$ cat config.mk
export PLATFORM = sky130hd
export DESIGN_NAME = fft_peak_detector
export DESIGN_NICKNAME = d
export VERILOG_FILES = /design/src/rtl/fft_peak_pkg.sv /design/src/rtl/fft_mag_sq.sv /design/src/rtl/fft_peak_detector.sv
export SDC_FILE = /design/constraint.sdc
export NUM_CORES = 2
export LEC_CHECK = 0
export CAP_MARGIN = 30
export CORE_ASPECT_RATIO = 1.5
export CORE_MARGIN = 3
export CORE_UTILIZATION = 45
export DETAILED_ROUTE_END_ITERATION = 6
export GPL_TIMING_DRIVEN = 0
export PLACE_DENSITY = 0.73
export SLEW_MARGIN = 20
export SYNTH_ARGS = -nofsm -noshare
export SYNTH_HDL_FRONTEND = slang
export SYNTH_HIERARCHICAL = 1
export SYNTH_SLANG_ARGS = --single-unit
export TNS_END_PERCENT = 50
$ cat constraint.sdc
create_clock -name clk -period 2.9 [get_ports clk]
set_input_delay 0.87 -clock clk [delete_from_list [all_inputs] [get_ports clk]]
set_output_delay 0.87 -clock clk [all_outputs]
set_load 0.02 [all_outputs]
$ cat src/rtl/fft_peak_pkg.sv
// Shared definitions for the FFT peak detector and the downstream note mapper:
// compare-stage states, magnitude width helper and default search window.
package fft_peak_pkg;

    typedef enum logic {
        IDLE = 1'b0,
        ACC  = 1'b1
    } cmp_state_t;

    localparam int unsigned DEF_BIN_MIN   = 4;
    localparam int unsigned DEF_BIN_MAX   = 400;
    localparam int unsigned DEF_THRESHOLD = 1 << 20;

    // |X|^2 of two DATA_W-bit signed parts needs one carry bit over a square
    function automatic int mag_w(input int data_w);
        return 2 * data_w + 1;
    endfunction

endpackage

$ cat src/rtl/fft_mag_sq.sv
// Two-stage |X|^2 pipeline: squares in stage 1, full-width sum in stage 2.
// Beat tags (valid, sop, eop, bin index) travel alongside the data.
module fft_mag_sq
    import fft_peak_pkg::*;
#(
    parameter int DATA_W = 25,
    parameter int BIN_W  = 14
) (
    input  logic                       clk,
    input  logic                       reset_n,
    input  logic                       in_valid,
    input  logic                       in_sop,
    input  logic                       in_eop,
    input  logic [BIN_W-1:0]           in_bin,
    input  logic signed [DATA_W-1:0]   in_real,
    input  logic signed [DATA_W-1:0]   in_imag,
    output logic                       out_valid,
    output logic                       out_sop,
    output logic                       out_eop,
    output logic [BIN_W-1:0]           out_bin,
    output logic [mag_w(DATA_W)-1:0]   out_mag
);

    localparam int SQ_W = 2 * DATA_W;

    logic signed [SQ_W-1:0] re_ext, im_ext;
    logic        [SQ_W-1:0] re_prod, im_prod;
    logic        [SQ_W-1:0] re_sq, im_sq;
    logic                   s1_valid, s1_sop, s1_eop;
    logic [BIN_W-1:0]       s1_bin;

    // A square is never negative and fits in SQ_W bits, so the low half of
    // the sign-extended product is the exact unsigned result.
    assign re_ext  = {{DATA_W{in_real[DATA_W-1]}}, in_real};
    assign im_ext  = {{DATA_W{in_imag[DATA_W-1]}}, in_imag};
    assign re_prod = re_ext * re_ext;
    assign im_prod = im_ext * im_ext;

    always_ff @(posedge clk or negedge reset_n) begin
        if (!reset_n) begin
            s1_valid <= 1'b0;
            s1_sop   <= 1'b0;
            s1_eop   <= 1'b0;
            s1_bin   <= '0;
            re_sq    <= '0;
            im_sq    <= '0;
        end else begin
            s1_valid <= in_valid;
            s1_sop   <= in_sop;
            s1_eop   <= in_eop;
            s1_bin   <= in_bin;
            re_sq    <= re_prod;
            im_sq    <= im_prod;
        end
    end

    always_ff @(posedge clk or negedge reset_n) begin
        if (!reset_n) begin
            out_valid <= 1'b0;
            out_sop   <= 1'b0;
            out_eop   <= 1'b0;
            out_bin   <= '0;
            out_mag   <= '0;
        end else begin
            out_valid <= s1_valid;
            out_sop   <= s1_sop;
            out_eop   <= s1_eop;
            out_bin   <= s1_bin;
            out_mag   <= {1'b0, re_sq} + {1'b0, im_sq};
        end
    end

endmodule

$ cat src/rtl/fft_peak_detector.sv
// Per-frame peak search over FFT bins inside [BIN_MIN, BIN_MAX] with note flag.
// Define FFT_PEAK_STABLE_EN to require STABLE_FRAMES matching frames for note_present.
module fft_peak_detector
    import fft_peak_pkg::*;
#(
    parameter int          DATA_W        = 25,
    parameter int          BIN_W         = 14,
    parameter int unsigned BIN_MIN       = DEF_BIN_MIN,
    parameter int unsigned BIN_MAX       = DEF_BIN_MAX,
    parameter int unsigned THRESHOLD     = DEF_THRESHOLD,
    parameter int unsigned STABLE_FRAMES = 3
) (
    input  logic                       clk,
    input  logic                       reset_n,
    input  logic                       fft_source_valid,
    output logic                       fft_source_ready,
    input  logic                       fft_source_sop,
    input  logic                       fft_source_eop,
    input  logic signed [DATA_W-1:0]   fft_source_real,
    input  logic signed [DATA_W-1:0]   fft_source_imag,
    output logic                       peak_valid,
    output logic [BIN_W-1:0]           peak_bin,
    output logic [mag_w(DATA_W)-1:0]   peak_mag,
    output logic                       note_present,
    output logic                       frame_error
);

    localparam int               MAG_W  = mag_w(DATA_W);
    localparam logic [BIN_W-1:0] BIN_LO = BIN_W'(BIN_MIN);
    localparam logic [BIN_W-1:0] BIN_HI = BIN_W'(BIN_MAX);
    localparam logic [MAG_W-1:0] THR    = MAG_W'(THRESHOLD);

    logic             accept;
    logic [BIN_W-1:0] bin_cnt, bin_cur;

    logic             m_valid, m_sop, m_eop;
    logic [BIN_W-1:0] m_bin;
    logic [MAG_W-1:0] m_mag;

    cmp_state_t       state, state_next;
    logic             init_max, cmp_en, report, err;
    logic             in_win, take;
    logic [MAG_W-1:0] max_mag, base_max;
    logic [BIN_W-1:0] max_bin, base_bin;
    logic             report_r;
    logic             note_next;

    always_ff @(posedge clk or negedge reset_n) begin
        if (!reset_n) fft_source_ready <= 1'b0;
        else          fft_source_ready <= 1'b1;
    end

    assign accept  = fft_source_valid && fft_source_ready;
    assign bin_cur = fft_source_sop ? '0 : bin_cnt;

    // bin_cnt holds the index the next non-sop beat will carry
    always_ff @(posedge clk or negedge reset_n) begin
        if (!reset_n) begin
            bin_cnt <= '0;
        end else if (accept) begin
            bin_cnt <= (&bin_cur) ? bin_cur : bin_cur + 1'b1;
        end
    end

    fft_mag_sq #(
        .DATA_W (DATA_W),
        .BIN_W  (BIN_W)
    ) u_mag_sq (
        .clk       (clk),
        .reset_n   (reset_n),
        .in_valid  (accept),
        .in_sop    (fft_source_sop),
        .in_eop    (fft_source_eop),
        .in_bin    (bin_cur),
        .in_real   (fft_source_real),
        .in_imag   (fft_source_imag),
        .out_valid (m_valid),
        .out_sop   (m_sop),
        .out_eop   (m_eop),
        .out_bin   (m_bin),
        .out_mag   (m_mag)
    );

    always_ff @(posedge clk or negedge reset_n) begin
        if (!reset_n) state <= IDLE;
        else          state <= state_next;
    end

    always_comb begin
        state_next = state;
        init_max   = 1'b0;
        cmp_en     = 1'b0;
        report     = 1'b0;
        err        = 1'b0;
        if (m_valid) begin
            case (state)
                IDLE: begin
                    if (m_sop) begin
                        init_max   = 1'b1;
                        cmp_en     = 1'b1;
                        report     = m_eop;
                        state_next = m_eop ? IDLE : ACC;
                    end else if (m_eop) begin
                        err = 1'b1;
                    end
                end
                ACC: begin
                    // an sop here restarts the search from this very beat
                    cmp_en   = 1'b1;
                    init_max = m_sop;
                    err      = m_sop;
                    report   = m_eop;
                    if (m_eop) state_next = IDLE;
                end
                default: state_next = IDLE;
            endcase
        end
    end

    always_comb begin
        base_max = init_max ? '0 : max_mag;
        base_bin = init_max ? BIN_LO : max_bin;
        in_win   = (m_bin >= BIN_LO) && (m_bin <= BIN_HI);
        take     = cmp_en && in_win && (m_mag > base_max);
    end

    always_ff @(posedge clk or negedge reset_n) begin
        if (!reset_n) begin
            max_mag     <= '0;
            max_bin     <= '0;
            report_r    <= 1'b0;
            frame_error <= 1'b0;
        end else begin
            report_r    <= report;
            frame_error <= err;
            if (cmp_en) begin
                max_mag <= take ? m_mag : base_max;
                max_bin <= take ? m_bin : base_bin;
            end
        end
    end

`ifdef FFT_PEAK_STABLE_EN
    localparam int               CNT_W   = $clog2(STABLE_FRAMES + 1);
    localparam logic [CNT_W-1:0] CNT_MAX = CNT_W'(STABLE_FRAMES);

    logic [CNT_W-1:0] stable_cnt, stable_cnt_next;
    logic             above;

    // peak_bin still holds the previous frame's result when report_r is high
    always_comb begin
        above = (max_mag >= THR);
        if (above && (max_bin == peak_bin))
            stable_cnt_next = (stable_cnt == CNT_MAX) ? CNT_MAX : stable_cnt + 1'b1;
        else if (above)
            stable_cnt_next = CNT_W'(1);
        else
            stable_cnt_next = '0;
        note_next = (stable_cnt_next == CNT_MAX);
    end

    always_ff @(posedge clk or negedge reset_n) begin
        if (!reset_n)      stable_cnt <= '0;
        else if (err)      stable_cnt <= '0;
        else if (report_r) stable_cnt <= stable_cnt_next;
    end
`else
    assign note_next = (max_mag >= THR);
`endif

    always_ff @(posedge clk or negedge reset_n) begin
        if (!reset_n) begin
            peak_valid   <= 1'b0;
            peak_bin     <= '0;
            peak_mag     <= '0;
            note_present <= 1'b0;
        end else begin
            peak_valid <= report_r;
            if (report_r) begin
                peak_bin     <= max_bin;
                peak_mag     <= max_mag;
                note_present <= note_next;
            end
        end
    end

endmodule

==> results.md <==
* Status: finished, violations left
* Failing checks: negative setup slack
* Relative slew margins at 32.9%
* Slew Limit Fails at 0
* Critical Path AT at 7780 ps
* Final Cycle Share at 254%
* Unrepaired setup endpoints after global routing: true
* Post-synth cell types at 80
* Worst setup path class: in -> reg
* Fillers at 9,961
* Max cap viols at 0
* Die H at 434 µm
* Port bufs at around 120
* Die Span X at 292 µm
* TritonCTS clock tree: done
* RD Place Congestion at 0.980
* Iter 0 DRT Violations at between 2,000 and 3,000
* IO Pins at 124
* Worst setup path start: fft_source_real[9]
* Grt total ovfl at 0
* Type of origin of the critical path: primary input
* Pre-antenna DRT Iters at 5
* Via count of the first global-routing pass at 45,100
* Hold Fails Final Rpt at 0
* CP endpoint kind: flip-flop
* Clock latency on the worst-skew pair at around 550 ps
* Mapped Area at 55,100 µm²
* Max clock buf depth at 3
* Sequential share of the synthesized area at 15.1%
* Required @ worst endpoint at 3300 ps
* Vias per cell at 5.34
* Initial antenna violation count at 4
* Post-DP HPWL at between 100 and 150 mm
* Site row count at 156
* Root buffer cell: clkbuf_16
* Number of synthesis warnings at 6
* WL/cell at 20.9 µm
* Share of layout cells above drive strength 1 at 18.9%
* GRT Total Usage at approximately 25%
* Clk sink count at 333
* Vias at around 40,000
* Worst setup margin at -4480 ps
* Drt drc at 0
* Flops & latches, synth at between 300 and 400
* Main synth FF type: dfrtp_1
* Placed Cells at 7,135
* Clock skew at 22.0 ps
* Syn nets at 7,102
* Core Area at about 120,000 µm²
* Flop2flop setup slack at -780 ps
* Async S/R FF share, synth at between 90% and 100%
* Worst r2r src: u_mag_sq/out_valid
* Achievable frequency at 136 MHz
* Fin cells at about 7,500
* Worst-margin pin slew at 1010 ps
* Area grow syn2layout at 21.0%
* Clk pin slew, worst setup/hold paths at 70 ps
* Layout Nets at 7,547
* Number of synthesized flops with an enable pin at 0
* Hold buffers post-CTS at 0
* Largest net degree at the start of global routing at 101
* Reg2Reg Depth at 14
* Antenna Nets Post-Route at 0
* First-pass GRT wire length at 242 mm
* Worst reg2reg endpoint: max_mag[37]
* Mapped Avg Cell Area at 10.1 µm²
* Max H-tree Level at 2
* Final wirelength at roughly 160 mm
* Initial core utilization at 45.5%
* Hold crit path type: in -> async
* CP Max Fanout at 5
* CTS Buf Count at 36
* Final setup fails at 190
* Post-Synthesis Cells at 5,431
* Final Critical Period at 7380 ps
* DIE AREA at 127,000 µm²
-- metrics by stage --
step | util, % | TNS, ps | setup WS [ps] | hold WS, ps | area (µm²)
6_report | 55.1 | -346940 | -4480 | 339 | 66600
5_1_grt | 55.1 | -371960 | -4670 | 350 | 66600
4_1_cts | 53.9 | -338930 | -4440 | 348 | 65200
3_5_place_dp | 49.2 | -578430 | -6530 | 335 | 59600
3_3_place_gp | 49.2 | -4791990 | -12750 | 333 | 59500
2_1_floorplan | - | -301790 | -4450 | 331 | 56300
-- worst max-delay path: stages --
cell	delay [ps]
buf_6	100
clkbuf_8	150
clkbuf_16	150
nand2_1	80
fa_1	580
inv_1	70
fa_1	490
fa_1	580
inv_1	60
fa_1	500
inv_1	60
fa_2	470
fa_1	490
inv_1	50
fa_2	640
inv_2	70
ha_4	240
or2_2	320
a21oi_2	160
a211oi_2	50
buf_4	160
a31oi_4	210
o31ai_4	90
a211o_1	310
a211o_1	390
buf_4	170
buf_6	110
xor2_2	140
-- synth_stat cells, drive strengths merged, types with 60 or more instances --
| cell type | n | area [µm²] |
|---|---|---|
| and2 | 240 | 1500 |
| o21ai | 86 | 430 |
| inv | 1450 | 5440 |
| nor2b | 68 | 425 |
| a21oi | 139 | 707 |
| clkbuf | 138 | 518 |
| mux2 | 68 | 766 |
| xnor2 | 122 | 1070 |
| fa | 1213 | 24300 |
| dfrtp | 333 | 8330 |
| nor2 | 105 | 394 |
| mux2i | 61 | 611 |
| nand2 | 532 | 2000 |
| a21o | 64 | 482 |
| ha | 403 | 5040 |
| xor2 | 60 | 526 |
-- flip-flops by register name, summed over array words and instances (netlist names), 14 cells and up --
name	flops
max_mag	51
u_mag_sq/s1_bin	14
peak_mag	51
u_mag_sq/out_mag	51
u_mag_sq/im_sq	49
u_mag_sq/re_sq	49
max_bin	14
bin_cnt	14
u_mag_sq/out_bin	14
peak_bin	14
-- area by class of cell --
cell class / count / area, µm² / area share (%)
Timing Repair Buffer: 408 / 4050 / 6.08
Buffer: 151 / 2580 / 3.87
Multi-Input combinational cell: 3496 / 43000 / 64.5
Clock inverter: 9 / 158 / 0.237
Sequential cell: 333 / 8330 / 12.5
Tap cell: 1580 / 1980 / 2.97
Inverter: 1450 / 5490 / 8.23
Clock buffer: 52 / 1040 / 1.56
Antenna cell: 3 / 7.51 / 0.0113
-- how the worst max path moves through the flow --
stage                         end  slack (ps)  cells after the start
2_1_floorplan  u_mag_sq/re_sq[42]       -4450                     27
3_3_place_gp         peak_mag[46]      -12750                      1
3_5_place_dp   u_mag_sq/re_sq[42]       -6530                     27
4_1_cts        u_mag_sq/re_sq[42]       -4440                     29
5_1_grt        u_mag_sq/re_sq[42]       -4670                     27
6_report       u_mag_sq/re_sq[38]       -4480                     28
-- cell families (layout without fill, tap and decap cells) --
group / after synthesis / in the layout / synth area share [%]
simple gates: 1128 / 1128 / 9.91
other cells: 1 / 4 / 0.00681
xor+xnor: 182 / 182 / 2.89
compound gates: 440 / 440 / 5.24
mux: 129 / 129 / 2.50
buf+inv: 1602 / 2070 / 11.1
fa+ha+maj: 1616 / 1616 / 53.2
flops: 333 / 333 / 15.1
-- timing repair --
| item | CTS | global route |
|---|---|---|
| pin swaps | 191 | 165 |
| gates resized for setup | 863 | 255 |
| cloned | 1 | 1 |
| setup buffers | 227 | 58 |
| setup endpoints to repair | 194 | 199 |
-- layer usage --
metal / vias to the layer above / routed length (µm) / GRT usage, %
met4: 4 / 13800 / 17.3
met3: 713 / 10400 / 3.98
met1: 20600 / 53900 / 27.8
met5: - / 30 / 0
li1: 17100 / - / -
met2: 1619 / 78700 / 44.0
-- cell usage in the layout, fill, tap and decap left out, types with 68 or more instances in the layout --
cell type and instances:
inv_1 1352, fa_1 1144, nand2_1 450, ha_1 341, dfrtp_1 333, buf_4 236, and2_1 201, xnor2_1 112
clkbuf_16 108, a21oi_1 99, inv_2 85, nor2_1 79, clkdlybuf4s50_1 72, fa_2 69, nor2b_1 68, mux2_2 68
Power is not shown: default switching activity piles up to over one toggle a cycle in this logic, so the estimate is an artifact.
